[src/rtl/bin2bcd_pkg.sv]
`default_nettype none
// ============================================================================
//  Module   : bin2bcd_pkg
//  Purpose  : Shared widths, state encoding and constants for bin2bcd_seq.
//  Revision : 1.0  initial release
// ============================================================================
package bin2bcd_pkg;

    localparam int BIN_W  = 14;
    localparam int DIGITS = 4;
    localparam int BCD_W  = DIGITS * 4;
    localparam int CNT_W  = 4;

    // One double-dabble iteration per input bit.
    localparam logic [CNT_W-1:0] ITER_CNT = CNT_W'(BIN_W);

    localparam logic [BIN_W-1:0] SAT_LIMIT = BIN_W'(9999);
    localparam logic [BCD_W-1:0] SAT_BCD   = 16'h9999;

    typedef enum logic [1:0] {
        ST_IDLE = 2'b00,
        ST_OP   = 2'b01,
        ST_DONE = 2'b10
    } state_e;

endpackage : bin2bcd_pkg
`default_nettype wire

[src/rtl/bin2bcd_seq_bcd_digit_adj.sv]
`default_nettype none
// ============================================================================
//  Module   : bcd_digit_adj
//  Purpose  : Combinational double-dabble correction: add 3 when digit > 4.
//  Revision : 1.0  initial release
// ============================================================================
module bcd_digit_adj (
    input  logic [3:0] i_digit,
    output logic [3:0] o_digit
);

    // 4-bit wrap is intentional; legal BCD inputs never exceed 9.
    assign o_digit = (i_digit > 4'd4) ? (i_digit + 4'd3) : i_digit;

endmodule : bcd_digit_adj
`default_nettype wire

[src/rtl/bin2bcd_seq.sv]
`default_nettype none
// ============================================================================
//  Module   : bin2bcd_seq
//  Purpose  : 14-bit binary to 4-digit BCD, shift-and-add-3, one bit/clock.
//             Optional saturation to 9999 with ovf flag: BIN2BCD_SAT_EN.
//  Revision : 1.0  initial release
// ============================================================================
module bin2bcd_seq
    import bin2bcd_pkg::*;
(
    input  logic             clk,
    input  logic             reset,
    input  logic             start,
    input  logic [BIN_W-1:0] bin,
    output logic             ready,
    output logic             done_tick,
    output logic [3:0]       bcd3,
    output logic [3:0]       bcd2,
    output logic [3:0]       bcd1,
    output logic [3:0]       bcd0,
    output logic             ovf
);

    state_e             state_q, state_d;
    logic [BIN_W-1:0]   shreg_q, shreg_d;
    logic [BCD_W-1:0]   work_q,  work_d;
    logic [CNT_W-1:0]   cnt_q,   cnt_d;
    logic [BCD_W-1:0]   bcd_q,   bcd_d;

    logic [BCD_W-1:0]   w_work_adj;
    logic [BCD_W-1:0]   w_work_next;
    logic [BIN_W-1:0]   w_shreg_next;

`ifdef BIN2BCD_SAT_EN
    logic               sat_q, sat_d;
    logic               ovf_q, ovf_d;
    assign ovf = ovf_q;
`else
    assign ovf = 1'b0;
`endif

    generate
        for (genvar gi = 0; gi < DIGITS; gi++) begin : g_adj
            bcd_digit_adj u_adj (
                .i_digit (work_q[4*gi +: 4]),
                .o_digit (w_work_adj[4*gi +: 4])
            );
        end
    endgenerate

    // Thousands-digit MSB falls off the top of the shift.
    assign w_work_next  = (w_work_adj << 1) | {{(BCD_W-1){1'b0}}, shreg_q[BIN_W-1]};
    assign w_shreg_next = shreg_q << 1;

    always_comb begin
        state_d = state_q;
        shreg_d = shreg_q;
        work_d  = work_q;
        cnt_d   = cnt_q;
        bcd_d   = bcd_q;
`ifdef BIN2BCD_SAT_EN
        sat_d   = sat_q;
        ovf_d   = ovf_q;
`endif
        case (state_q)
            ST_IDLE: begin
                if (start) begin
                    state_d = ST_OP;
                    shreg_d = bin;
                    work_d  = '0;
                    cnt_d   = ITER_CNT;
`ifdef BIN2BCD_SAT_EN
                    sat_d   = (bin > SAT_LIMIT);
`endif
                end
            end
            ST_OP: begin
                shreg_d = w_shreg_next;
                work_d  = w_work_next;
                cnt_d   = cnt_q - 1'b1;
                if (cnt_q == CNT_W'(1)) begin
                    state_d = ST_DONE;
`ifdef BIN2BCD_SAT_EN
                    bcd_d   = sat_q ? SAT_BCD : w_work_next;
                    ovf_d   = sat_q;
`else
                    bcd_d   = w_work_next;
`endif
                end
            end
            ST_DONE: begin
                state_d = ST_IDLE;
            end
            default: begin
                state_d = ST_IDLE;
            end
        endcase
    end

    always_ff @(posedge clk) begin
        if (reset) begin
            state_q <= ST_IDLE;
            shreg_q <= '0;
            work_q  <= '0;
            cnt_q   <= '0;
            bcd_q   <= '0;
`ifdef BIN2BCD_SAT_EN
            sat_q   <= 1'b0;
            ovf_q   <= 1'b0;
`endif
        end else begin
            state_q <= state_d;
            shreg_q <= shreg_d;
            work_q  <= work_d;
            cnt_q   <= cnt_d;
            bcd_q   <= bcd_d;
`ifdef BIN2BCD_SAT_EN
            sat_q   <= sat_d;
            ovf_q   <= ovf_d;
`endif
        end
    end

    assign ready     = (state_q == ST_IDLE);
    assign done_tick = (state_q == ST_DONE);
    assign bcd3      = bcd_q[15:12];
    assign bcd2      = bcd_q[11:8];
    assign bcd1      = bcd_q[7:4];
    assign bcd0      = bcd_q[3:0];

endmodule : bin2bcd_seq
`default_nettype wire

[config.mk]
export PLATFORM = sky130hd
export DESIGN_NAME = bin2bcd_seq
export DESIGN_NICKNAME = d
export VERILOG_FILES = /design/src/rtl/bin2bcd_pkg.sv /design/src/rtl/bin2bcd_seq_bcd_digit_adj.sv /design/src/rtl/bin2bcd_seq.sv
export SDC_FILE = /design/constraint.sdc
export NUM_CORES = 1
export LEC_CHECK = 0
export ABC_AREA = 0
export CORE_ASPECT_RATIO = 0.5
export CORE_MARGIN = 3
export CORE_UTILIZATION = 58
export CTS_BUF_LIST = sky130_fd_sc_hd__clkbuf_16
export CTS_CLUSTER_DIAMETER = 120
export DETAILED_ROUTE_END_ITERATION = 16
export PLACE_DENSITY = 0.84
export RECOVER_POWER = 25
export SYNTH_ARGS = -nofsm -noshare
export SYNTH_HDL_FRONTEND = slang
export SYNTH_SLANG_ARGS = --single-unit
[constraint.sdc]
create_clock -name clk -period 4.03 [get_ports clk]
set_input_delay 0.806 -clock clk [delete_from_list [all_inputs] [get_ports clk]]
set_output_delay 0.806 -clock clk [all_outputs]
set_load 0.005 [all_outputs]
==> flow_metrics.tcl <==
set metrics [dict create \
    die_area_um2 5280 \
    first_pass_iters 4 \
    cts_max_path_buffers 2 \
    synth_edf_count 0 \
    top_layer "met4" \
    cts_buffers 5 \
    maxSlewViolCount 0 \
    final_common_cell "dfxtp_1" \
    power-per-cell-area_nw_per_um2 373 \
    clk_pin_slew_ns 0.07 \
    dr_wl_met2_mm 2.83 \
    drc_errors 0 \
    rows 16 \
    start_util 0.628 \
    ys_ff_latch 52 \
    clk_latency_ns 0.29 \
    multiInputGateArea_um2 1320 \
    yosysUniqueCellTypes 37 \
    dr.first_iter.drc_count 95 \
    synthesis.area_um2 2550 \
    fin_setup_tns_ns 0 \
    cp.arrival_ns 2.83 \
    hold_path_depth 1 \
    die_w_um 99.8 \
    p_total_w 0.00114 \
    min_to "shreg_q[11]" \
    worst_setup_path_start_kind "register" \
    final_cell_area_um2 3040 \
    vias_per_cell 5.98 \
    wl_met3_um 298 \
    worst_pin_slew_ns 1.15 \
    ff2ff_setup_slack_ns 1.31 \
    pin_count 36 \
    final_nets 335 \
    antenna_cells 0 \
    gp_congestion 0.893 \
    antenna_left 0 \
    synth_flop_cell "dfxtp_1" \
    area_growth_pct 19.3 \
    first_global_vias 2071 \
    hpwlAfterDp_mm 3.89 \
    routed_wl_mm 5.90 \
    postCtsSetupBuffers 0 \
    area.sequential_um2 1040 \
    rsz0062_at_grt "no" \
    endpoint_kind "register" \
    min_period_ns 2.72 \
    drt-met1-wl_mm 2.68 \
    cts_hold_buf 0 \
    gr-total-overflow 0 \
    regToRegEndpoint "bcd_q[1]" \
    crit_path_max_fanout 26 \
    fill_cells 292 \
    drt-wirelength-per-cell_um 16.3 \
    vdd_drop_max_v 0.000196 \
    drive_gt1_frac 0.0809 \
    critical_path_required_ns 4.13 \
    maxSlewHeadroom 0.230 \
    cts.sink_count 52 \
    synth_nets 313 \
    htree_levels 2 \
    grt_max_degree 27 \
    die_h_um 52.9 \
    hp-class "reg2reg" \
    antenna_found_initial 0 \
    post_cts_resized 0 \
    ys_seq_area_frac 0.408 \
    core-area_um2 4060 \
    crit_type "reg2reg" \
    grt_pass1_wl_mm 9.64 \
    yosys_warnings 0 \
    avgSynthCellArea_um2 8.92 \
    maxCapViolations 0 \
    placedCellCount 355 \
    status "finished, final reports clean" \
    max_clock_freq_mhz 367 \
    place_area_um2 2880 \
    async_reset_ff_frac 0 \
    grt.total_usage 0.234 \
    post_layout_nonfiller_instances 363 \
    vias 2171 \
    leakagePower_nw 1.12 \
    synthCells 286 \
    r2r-start "state_q[0]" \
    clock-root-buffer "clkbuf_16" \
    hp-start "shreg_q[11]" \
    final_cell_mix "52 x dfxtp_1, 23 x inv_1, 23 x a21oi_1, 21 x nor2_1" \
    r2r_cells 3 \
    setup_violations 0 \
    period_share 0.676 \
    clock_skew_ns 0.00748 \
    io_buffers 34 \
    cts_tree "yes" \
    final-hold-violation-count 0 \
]
report_power, final:
group / switching [W] / internal [W]
clock: 0.000183 / 0.000289
sequential: 0.0000213 / 0.000533
combinational: 0.0000540 / 0.0000557
total: 0.000259 / 0.000878
cells in the mapped netlist, types with 2 or more instances:
cell,n,share of area
a211oi_1,10,0.029
a21oi_1,23,0.045
a22o_1,2,0.0069
a22oi_1,3,0.0088
buf_2,3,0.0059
buf_4,2,0.0059
clkbuf_1,15,0.022
dfxtp_1,52,0.41
ha_1,10,0.049
inv_1,23,0.034
mux2i_1,4,0.016
nand2_1,5,0.0074
nand2b_1,16,0.039
nand3b_1,2,0.0059
nor2_1,21,0.031
nor2b_1,15,0.037
nor3_1,9,0.018
o21a_1,8,0.024
o21ai_0,8,0.016
o221a_2,8,0.035
o22a_1,3,0.010
o22ai_1,8,0.020
o2bb2ai_1,7,0.024
o32ai_1,13,0.045
o32ai_2,3,0.019
or2_2,2,0.0049
critical path, stage by stage (launching register included):
cell      delay [ns]
dfxtp_1         0.85
nand2b_1        0.48
nor2_1          1.01
o32ai_1         0.19
routing by layer:
layer	GRT usage	vias up
li1	-	1067
met1	0.292	1033
met2	0.404	59
met3	0.0526	12
met4	0.0862	0
met5	0	-
sequential cells by signal (all words and copies together), names as in the netlist:
| register | count |
|---|---|
| bcd_q | 16 |
| cnt_q | 4 |
| shreg_q | 14 |
| state_q | 2 |
| work_q | 16 |
metrics by stage:
stage / worst slack [ns] / hold slack (ns) / utilization
2_1_floorplan: 2.25 / 0.433 / -
3_3_place_gp: 1.30 / 0.448 / 0.709
3_5_place_dp: 1.14 / 0.447 / 0.709
4_1_cts: 1.34 / 0.468 / 0.749
5_1_grt: 1.04 / 0.492 / 0.749
6_report: 1.31 / 0.464 / 0.749
logic make-up (layout without fill, tap and decap cells):
family          Yosys count  in the layout  share of synthesized area
fa+ha+maj                10             10                     0.0490
flops                    52             52                      0.408
other cells               1              1                    0.00147
buf+inv                  45             68                     0.0736
mux                       5              5                     0.0201
compound gates           98             98                      0.289
simple gates             75             75                      0.158
how the worst max path moves through the flow:
| stage | cells after the start | to | from | slack (ns) |
|---|---|---|---|---|
| 6_report | 3 | bcd_q[1] | state_q[0] | 1.31 |
| 5_1_grt | 3 | bcd_q[1] | state_q[0] | 1.04 |
| 4_1_cts | 3 | bcd_q[1] | state_q[0] | 1.34 |
| 3_5_place_dp | 3 | work_q[13] | reset | 1.14 |
| 3_3_place_gp | 3 | bcd_q[10] | reset | 1.30 |
| 2_1_floorplan | 4 | shreg_q[5] | start | 2.25 |
area by class of cell:
class                   count  share of cell area
multi-input cells         189               0.435
flip-flops and latches     52               0.342
repair buffers             37               0.119
clock buffers               5              0.0411
inverters                  23              0.0284
well taps                  54              0.0222
clock inverters             3              0.0123
No activity file was read; power rests on OpenSTA's default activity.
